[config.mk]
export PLATFORM = sky130hd
export DESIGN_NAME = seq_divider
export DESIGN_NICKNAME = d
export VERILOG_FILES = /design/src/rtl/seq_divider.sv
export SDC_FILE = /design/constraint.sdc
export NUM_CORES = 1
export LEC_CHECK = 0
export BUFFER_PORTS_ARGS = -buffer_cell sky130_fd_sc_hd__buf_2
export CAP_MARGIN = 10
export CORE_AREA = 2 2 198 200
export CTS_CLUSTER_DIAMETER = 150
export DETAILED_ROUTE_END_ITERATION = 10
export DIE_AREA = 0 0 200 202
export PLACE_DENSITY = 0.51
export RECOVER_POWER = 25
export SETUP_SLACK_MARGIN = 0.2
export SYNTH_ARGS = -nofsm -noshare
export SYNTH_HDL_FRONTEND = slang
export SYNTH_SLANG_ARGS = --single-unit
[constraint.sdc]
create_clock -name clk_i -period 4.5 [get_ports clk_i]
set_clock_uncertainty 0.05 [all_clocks]
set_input_delay 0 -clock clk_i [delete_from_list [all_inputs] [get_ports clk_i]]
set_output_delay 0 -clock clk_i [all_outputs]
set_load 0.03 [all_outputs]
[src/rtl/seq_divider.sv]
// Radix-2 restoring divider for RV32M DIV/DIVU/REM/REMU with valid/ready request and response channels.
// Optional macro DIV_EARLY_OUT_EN: requests with |b| > |a| finish in one cycle without iterating.
module seq_divider #(
  parameter int WIDTH = 32
) (
  input  logic             clk_i,
  input  logic             rst_i,
  input  logic             flush_i,
  input  logic             req_valid_i,
  output logic             req_ready_o,
  input  logic [1:0]       op_i,
  input  logic [WIDTH-1:0] a_i,
  input  logic [WIDTH-1:0] b_i,
  output logic             resp_valid_o,
  input  logic             resp_ready_i,
  output logic [WIDTH-1:0] result_o,
  output logic             busy_o
);

  localparam int CW = (WIDTH > 1) ? $clog2(WIDTH) : 1;

  typedef enum logic [1:0] {
    IDLE = 2'b00,
    CALC = 2'b01,
    DONE = 2'b10
  } state_t;

  state_t           state_r, state_s;
  logic [CW-1:0]    cnt_r, cnt_s;
  logic [WIDTH-1:0] rem_r, rem_s;
  logic [WIDTH-1:0] quo_r, quo_s;
  logic [WIDTH-1:0] div_r, div_s;
  logic [1:0]       op_r, op_s;
  logic             qsign_r, qsign_s;
  logic             rsign_r, rsign_s;
  logic [WIDTH-1:0] result_r, result_s;
  logic             req_ready_r, resp_valid_r, busy_r;

  logic             is_signed_s;
  logic [WIDTH-1:0] a_mag_s, b_mag_s;
  logic             is_ovf_s;
  logic [WIDTH:0]   shifted_s, diff_s;
  logic [WIDTH-1:0] rem_step_s, quo_step_s;
  logic [WIDTH-1:0] quo_fix_s, rem_fix_s;

  function automatic logic [WIDTH-1:0] neg(input logic [WIDTH-1:0] x);
    neg = {WIDTH{1'b0}} - x;
  endfunction

  // Operand magnitudes, overflow detection and the restoring step
  always_comb begin
    is_signed_s = ~op_i[0];
    a_mag_s     = (is_signed_s && a_i[WIDTH-1]) ? neg(a_i) : a_i;
    b_mag_s     = (is_signed_s && b_i[WIDTH-1]) ? neg(b_i) : b_i;
    is_ovf_s    = is_signed_s && (a_i == {1'b1, {(WIDTH-1){1'b0}}}) && (b_i == {WIDTH{1'b1}});
    shifted_s   = {rem_r, quo_r[WIDTH-1]};
    diff_s      = shifted_s - {1'b0, div_r};
    if (!diff_s[WIDTH]) begin
      rem_step_s = diff_s[WIDTH-1:0];
      quo_step_s = {quo_r[WIDTH-2:0], 1'b1};
    end else begin
      rem_step_s = shifted_s[WIDTH-1:0];
      quo_step_s = {quo_r[WIDTH-2:0], 1'b0};
    end
    quo_fix_s = qsign_r ? neg(quo_step_s) : quo_step_s;
    rem_fix_s = rsign_r ? neg(rem_step_s) : rem_step_s;
  end

  // Next-state and datapath update
  always_comb begin
    state_s  = state_r;
    cnt_s    = cnt_r;
    rem_s    = rem_r;
    quo_s    = quo_r;
    div_s    = div_r;
    op_s     = op_r;
    qsign_s  = qsign_r;
    rsign_s  = rsign_r;
    result_s = result_r;
    case (state_r)
      IDLE: begin
        if (flush_i) begin
          state_s = IDLE;
        end else if (req_valid_i && req_ready_r) begin
          op_s    = op_i;
          div_s   = b_mag_s;
          rem_s   = {WIDTH{1'b0}};
          quo_s   = a_mag_s;
          qsign_s = is_signed_s && (a_i[WIDTH-1] ^ b_i[WIDTH-1]);
          rsign_s = is_signed_s && a_i[WIDTH-1];
          cnt_s   = {CW{1'b0}};
          if (b_i == {WIDTH{1'b0}}) begin
            state_s  = DONE;
            result_s = op_i[1] ? a_i : {WIDTH{1'b1}};
          end else if (is_ovf_s) begin
            state_s  = DONE;
            result_s = op_i[1] ? {WIDTH{1'b0}} : {1'b1, {(WIDTH-1){1'b0}}};
`ifdef DIV_EARLY_OUT_EN
          end else if (b_mag_s > a_mag_s) begin
            state_s  = DONE;
            result_s = op_i[1] ? a_i : {WIDTH{1'b0}};
`endif
          end else begin
            state_s = CALC;
          end
        end else begin
          state_s = IDLE;
        end
      end
      CALC: begin
        if (flush_i) begin
          state_s = IDLE;
        end else begin
          rem_s = rem_step_s;
          quo_s = quo_step_s;
          if (cnt_r == CW'(WIDTH - 1)) begin
            state_s  = DONE;
            result_s = op_r[1] ? rem_fix_s : quo_fix_s;
          end else begin
            cnt_s = cnt_r + CW'(1);
          end
        end
      end
      DONE: begin
        if (flush_i || resp_ready_i) begin
          state_s = IDLE;
        end else begin
          state_s = DONE;
        end
      end
      default: begin
        state_s = IDLE;
      end
    endcase
  end

  // State, datapath and registered handshake outputs
  always_ff @(posedge clk_i) begin
    if (rst_i) begin
      state_r      <= IDLE;
      cnt_r        <= {CW{1'b0}};
      rem_r        <= {WIDTH{1'b0}};
      quo_r        <= {WIDTH{1'b0}};
      div_r        <= {WIDTH{1'b0}};
      op_r         <= 2'b00;
      qsign_r      <= 1'b0;
      rsign_r      <= 1'b0;
      result_r     <= {WIDTH{1'b0}};
      req_ready_r  <= 1'b1;
      resp_valid_r <= 1'b0;
      busy_r       <= 1'b0;
    end else begin
      state_r      <= state_s;
      cnt_r        <= cnt_s;
      rem_r        <= rem_s;
      quo_r        <= quo_s;
      div_r        <= div_s;
      op_r         <= op_s;
      qsign_r      <= qsign_s;
      rsign_r      <= rsign_s;
      result_r     <= result_s;
      req_ready_r  <= (state_s == IDLE);
      resp_valid_r <= (state_s == DONE);
      busy_r       <= (state_s != IDLE);
    end
  end

  assign req_ready_o  = req_ready_r;
  assign resp_valid_o = resp_valid_r;
  assign result_o     = result_r;
  assign busy_o       = busy_r;

endmodule

Yosys cells after proc, flatten, opt, wreduce, memory -nomap -nowiden
Index checks and enable logic that the tools add are counted.

Logic and storage cells: 86. Output and inout port bits: 35. Register bits after elaboration: 142. Bits of input ports: 71.

Add/subtract/negate cells: 6. Reductions and logical operators: 16. Bitwise logic cells: 3. Equal/unequal tests: 12. Multiplexer cells: 37.

Operators by type and width (count): 32-bit 2-to-1 mux (20); 32-bit case mux with 2 select lines (3); 1-bit by 32-bit subtractor with 32-bit output (first input constant) (4); 32-bit == test (second input constant) (2); 33-bit by 32-bit subtractor with 33-bit output (1); 32-bit zero test (1); 5-bit 2-to-1 mux (4); 2-bit 2-to-1 mux (7); 2-bit != test (second input constant) (5); 5-bit case mux with 2 select lines (1); 1-bit logical AND (6); 2-bit case mux with 3 select lines (1); 6-bit AND reduction (1); 5-bit by 1-bit adder with 5-bit output (second input constant) (1); 5-bit == test (second input constant) (1); 5-bit AND reduction (1); 2-bit == test (second input constant) (2); 2-bit zero test (2); 4-bit AND reduction (1); 2-bit nonzero test (2); 3-bit != test (second input constant) (1); 3-bit AND reduction (1); 2-bit by 1-bit == test with 1-bit output (second input constant) (1); 1-bit NOT (2); 3 further kinds (3).

Depth between registers and ports, before layout
Word-level depth: 9. Mapped depth: 25. Mapped depth without buffers: 22.

Worst setup path after synthesis
OpenSTA, ideal clock, no wires.

Kind: reg-to-reg. Start point: register quo_r[31]. End point: register result_r[16], in the netlist result_o[16]. Setup slack: -0.449 ns. Library setup time: 0.091 ns. Data arrival time: 4.808 ns. Data required time: 4.359 ns. Cell stages (with the launch flop): 24. Path buffers: 3. Clock period less this slack: 4.949 ns. Cells stage by stage: dfxtp_1 inv_1 ha_1 inv_1 fa_1 a211oi_2 o31ai_4 o21ai_1 a21oi_2 a21oi_4 xnor2_4 inv_2 buf_2 buf_2 buf_1 ha_1 nand2b_1 or2_2 or3_1 or4_1 o41ai_1 xnor2_1 o211ai_1 a311oi_1.

Cells in the longest elaborated chain, start to end: 8. Elaborated cells between the ends (all ways): 11. Classes of those cells: 3 x add/sub; 8 x mux.

Ends and longest elaborated chain: start, declared (line 31) `logic [WIDTH-1:0] quo_r, quo_s;`; start signal, assigned (line 143) `quo_r <= {WIDTH{1'b0}};`; start signal, assigned (line 156) `quo_r <= quo_s;`; 33-bit by 32-bit subtractor with 33-bit output (line 57) `diff_s = shifted_s - {1'b0, div_r};`; 1-bit 2-to-1 mux / 32-bit 2-to-1 mux (equally long branches) (line 58) `if (!diff_s[WIDTH]) begin`; 1-bit by 32-bit subtractor with 32-bit output (line 47) `neg = {WIDTH{1'b0}} - x;`; 32-bit 2-to-1 mux (on tied branches) (line 65, 66); 32-bit 2-to-1 mux (*) (line 118) `result_s = op_r[1] ? rem_fix_s : quo_fix_s;`; 32-bit 2-to-1 mux (*) (line 116) `if (cnt_r == CW'(WIDTH - 1)) begin`; 32-bit 2-to-1 mux (*) (line 111) `if (flush_i) begin`; 32-bit case mux with 2 select lines (*) (line 80) `case (state_r)`; end signal, assigned (line 148) `result_r <= {WIDTH{1'b0}};`; end signal, assigned (line 161) `result_r <= result_s;`; end, declared (line 36) `logic [WIDTH-1:0] result_r, result_s;`.

Mark *: on every way between the ends. The rest lies on a longest branch, timed or not. The select of a mux whose other input is x is not followed. A chain may end at the register's enable or synchronous reset.

Worst setup path in the final report
Start point: register quo_r[31]. End point: register result_r[26], in the netlist result_o[26].

Same word-level chain as after synthesis.

==> results.sh <==
export IMPL_rsz0062_at_grt="true"
export IMPL_ys_warnings_count=0
export IMPL_yosys_area_share_simple=0.222
export IMPL_critPathCaptureType="flip-flop"
export IMPL_syn_inst=1535
export IMPL_regToRegStartpoint="quo_r[31]$_SDFFE_PP0P_"
export IMPL_synthAdderAreaFrac=0.0450
export IMPL_clkTransAtPathRegs_ps=70
export IMPL_yosys_register_bits=141
export IMPL_crit_family="compound AO/OA/AOI/OAI gates"
export IMPL_place_hpwl_mm=31.3
export IMPL_synth_edff_count=0
export IMPL_dp_cells=2111
export IMPL_synth_top_area_share=0.250
export IMPL_cts_root_buffer="clkbuf_16"
export IMPL_dieHeight_um=202
export IMPL_min_period_ps=4330
export IMPL_grt_antenna_before_repair=2
export IMPL_numCtsBuffers=17
export IMPL_syn_num_nets=1646
export IMPL_drive_gt1_frac=0.154
export IMPL_overflow=0
export IMPL_insertion_delay_ps=450
export IMPL_p_leak_nw=5.31
export IMPL_holdWs_ps=-9.02
export IMPL_cp_startpoint="quo_r[31]$_SDFFE_PP0P_"
export IMPL_netlist_area_um2=11300
export IMPL_status="finished with violations"
export IMPL_worstHoldPathType="input pin to flip-flop"
export IMPL_worst_slack_ps=168
export IMPL_dr_first_iter_drc_count=848
export IMPL_crit_buf_inv=4
export IMPL_hold_violations=1
export IMPL_violations="negative hold slack, max-capacitance violations, max-slew violations"
export IMPL_avgSynthCellArea_um2=7.36
export IMPL_hp_start="b_i[4]"
export IMPL_fin_cells=2224
export IMPL_start_util=0.295
export IMPL_vias=12000
export IMPL_first_pass_iters=6
export IMPL_fp_row_count=72
export IMPL_synth_top_area_cell="dfxtp_1"
export IMPL_crit_arrival_ps=4570
export IMPL_htreeDepth=4
export IMPL_max_freq_mhz=231
export IMPL_routed_wl_mm=42.2
export IMPL_fin_crit_sh=0.963
export IMPL_ios=106
export IMPL_power_density_nw_per_um2=284
export IMPL_core_um2=38300
export IMPL_pre_cts_ws_ps=58.7
export IMPL_path_cells="inv_2 -> ha_4 -> inv_2 -> fa_2 -> a211oi_4 -> o31ai_4 -> o21ai_2 -> a21oi_4 -> a21oi_4 -> xnor2_4 -> inv_4 -> ha_4 -> nand2b_4 -> or2_4 -> or3_4 -> nor4_4 -> buf_4 -> nand2b_4 -> o41ai_4 -> xor2_1 -> o211ai_1 -> a21oi_1 -> nor3_1"
export IMPL_synth_compound_area_frac=0.288
export IMPL_drc=0
export IMPL_muxShareOfSynthArea=0.0353
export IMPL_die_x_um=200
export IMPL_numClockSinks=141
export IMPL_port_buffers=105
export IMPL_routabilityCongestion=0.866
export IMPL_ys_flop_type="dfxtp_1"
export IMPL_first_global_vias=11300
export IMPL_tightest_slew_ps=2240
export IMPL_start_kind="flip-flop"
export IMPL_setup_viol_count_final=0
export IMPL_synth_cell_types=80
export IMPL_layout_nets=1804
export IMPL_grt_pass1_wl_mm=65.0
export IMPL_tns_ps=0
export IMPL_diodes=0
export IMPL_grt_total_usage=0.207
export IMPL_drt_antenna_violating_nets=0
export IMPL_routedWlPerCell_um=19.0
export IMPL_finalMaxSlewViolations=58
export IMPL_synth_area_top_cells="dfxtp_1 25%, nor2_1 7.8%, xnor2_1 6.1%"
export IMPL_maxCapViolations=1
export IMPL_fin_util=0.370
export IMPL_irDropWorstVdd_mv=0.158
export IMPL_async_reset_ff_frac=0
export IMPL_area_growth_pct=25.4
export IMPL_cpPeakStageDelay_ps=370
export IMPL_synth_top_family_by_area="compound AO/OA/AOI/OAI gates"
export IMPL_cp_required_ps=4740
export IMPL_path_max_fanout=4
export IMPL_critPathSlowestCell="fa_2"
export IMPL_fill_cells=4010
export IMPL_seq_area_frac_synth=0.250
export IMPL_clk_path_buf_depth=2
export IMPL_synth_xor_area_frac=0.107
export IMPL_relSlewSlack=-0.493
export IMPL_dieArea_um2=40400
export IMPL_viasPerCell=5.39
export IMPL_setup_worst_path_class="flip-flop to flip-flop"
export IMPL_cts_tree="built"
export IMPL_grt_max_degree=97
area by class of cell:
cell class                      instances  area [um2]  share of cell area
Sequential cell                       141        2820               0.199
Clock buffer                           17         425              0.0300
Tap cell                              518         648              0.0458
Inverter                               58         225              0.0159
Clock inverter                         15         186              0.0132
Timing Repair Buffer                  237        1700               0.120
Multi-Input combinational cell       1238        8160               0.576
worst paths after layout:
| kind | end | slack [ps] | cells after the start |
|---|---|---|---|
| worst max register to register | result_o[26]$_SDFFE_PP0P_ | 170 | 23 |
| worst max-delay path | result_o[26]$_SDFFE_PP0P_ | 170 | 23 |
| worst min-delay path | div_r[4]$_SDFFE_PP0P_ | -9 | 4 |
| worst min register to register | div_r[31]$_SDFFE_PP0P_ | 410 | 2 |
cell families (layout without fill, tap and decap cells):
group                    count (synthesis)  after routing
AND/OR/NAND/NOR                        534            534
AO/OA/AOI/OAI                          489            489
buffers and inverters                  156            327
flip-flops                             141            141
XOR/XNOR                               136            136
adder cells (fa/ha/maj)                 40             40
multiplexers                            39             39
metal layers:
metal / routed length (um) / part of all wire / vias up / GRT usage
met5: 0 / 0 / - / 0
met2: 19700 / 0.47 / 348 / 0.336
met3: 2030 / 0.048 / 47 / 0.0247
met4: 874 / 0.021 / 0 / 0.0622
li1: - / - / 5898 / -
met1: 19600 / 0.46 / 5686 / 0.286
synthesized netlist by cell type (34+ instances only):
| library cell | number |
|---|---|
| a211oi_1 | 66 |
| o21ai_0 | 85 |
| ha_1 | 39 |
| a21oi_1 | 135 |
| nor3_1 | 34 |
| nor2_1 | 236 |
| xor2_1 | 56 |
| xnor2_1 | 79 |
| inv_1 | 56 |
| clkbuf_1 | 79 |
| nand2_1 | 108 |
| dfxtp_1 | 141 |
registers in the layout, indices dropped and copies added, names as in the netlist:
signal and flops:
div_r 32, quo_r 32, rem_r 32, result_o 32
cnt_r 5, state_r 2, busy_o 1, op_r 1
qsign_r 1, req_ready_o 1, resp_valid_o 1, rsign_r 1
report_power, final:
part	leakage [nW]	internal (mW)	switching (mW)	total, mW
combinational	3.88	0.462	0.675	1.14
sequential	1.15	1.30	0.0603	1.36
clock	0.287	0.880	0.643	1.52
per-stage QoR:
stage	cell area, um2	power, mW
after detailed placement	12600	2.38
after floorplan	11400	2.05
final	14200	4.02
after global placement	12600	2.38
after CTS	13800	3.96
after global routing	14200	4.20
placed cells by master, fill, tap and decap left out, types with 18 or more instances in the layout:
cell type,instances
a211oi_1,66
a21oi_1,134
a22oi_1,23
a311oi_1,21
buf_2,69
buf_4,78
clkbuf_1,36
clkbuf_16,20
dfxtp_1,140
dlygate4sd3_1,47
ha_1,35
inv_1,52
mux2i_1,30
nand2_1,108
nand2b_1,18
nor2_1,236
nor3_1,32
o211ai_1,27
o21ai_0,79
o31ai_1,19
or3_1,24
xnor2_1,76
xor2_1,56
timing repair:
action | in CTS | in global routing
resized for setup | 8 | 38
pin swaps | 12 | 25
hold endpoints to repair | 50 | 0
setup endpoints to repair | 10 | 22
setup buffers | 8 | 22
hold buffers | 47 | 0
gates cloned | 1 | 3
worst min-delay path: stages:
cell and delay, ps:
buf_2 130, xor2_1 100, nor2_1 130, a211oi_1 60
Note: power is estimated with default switching activity, not from simulation.
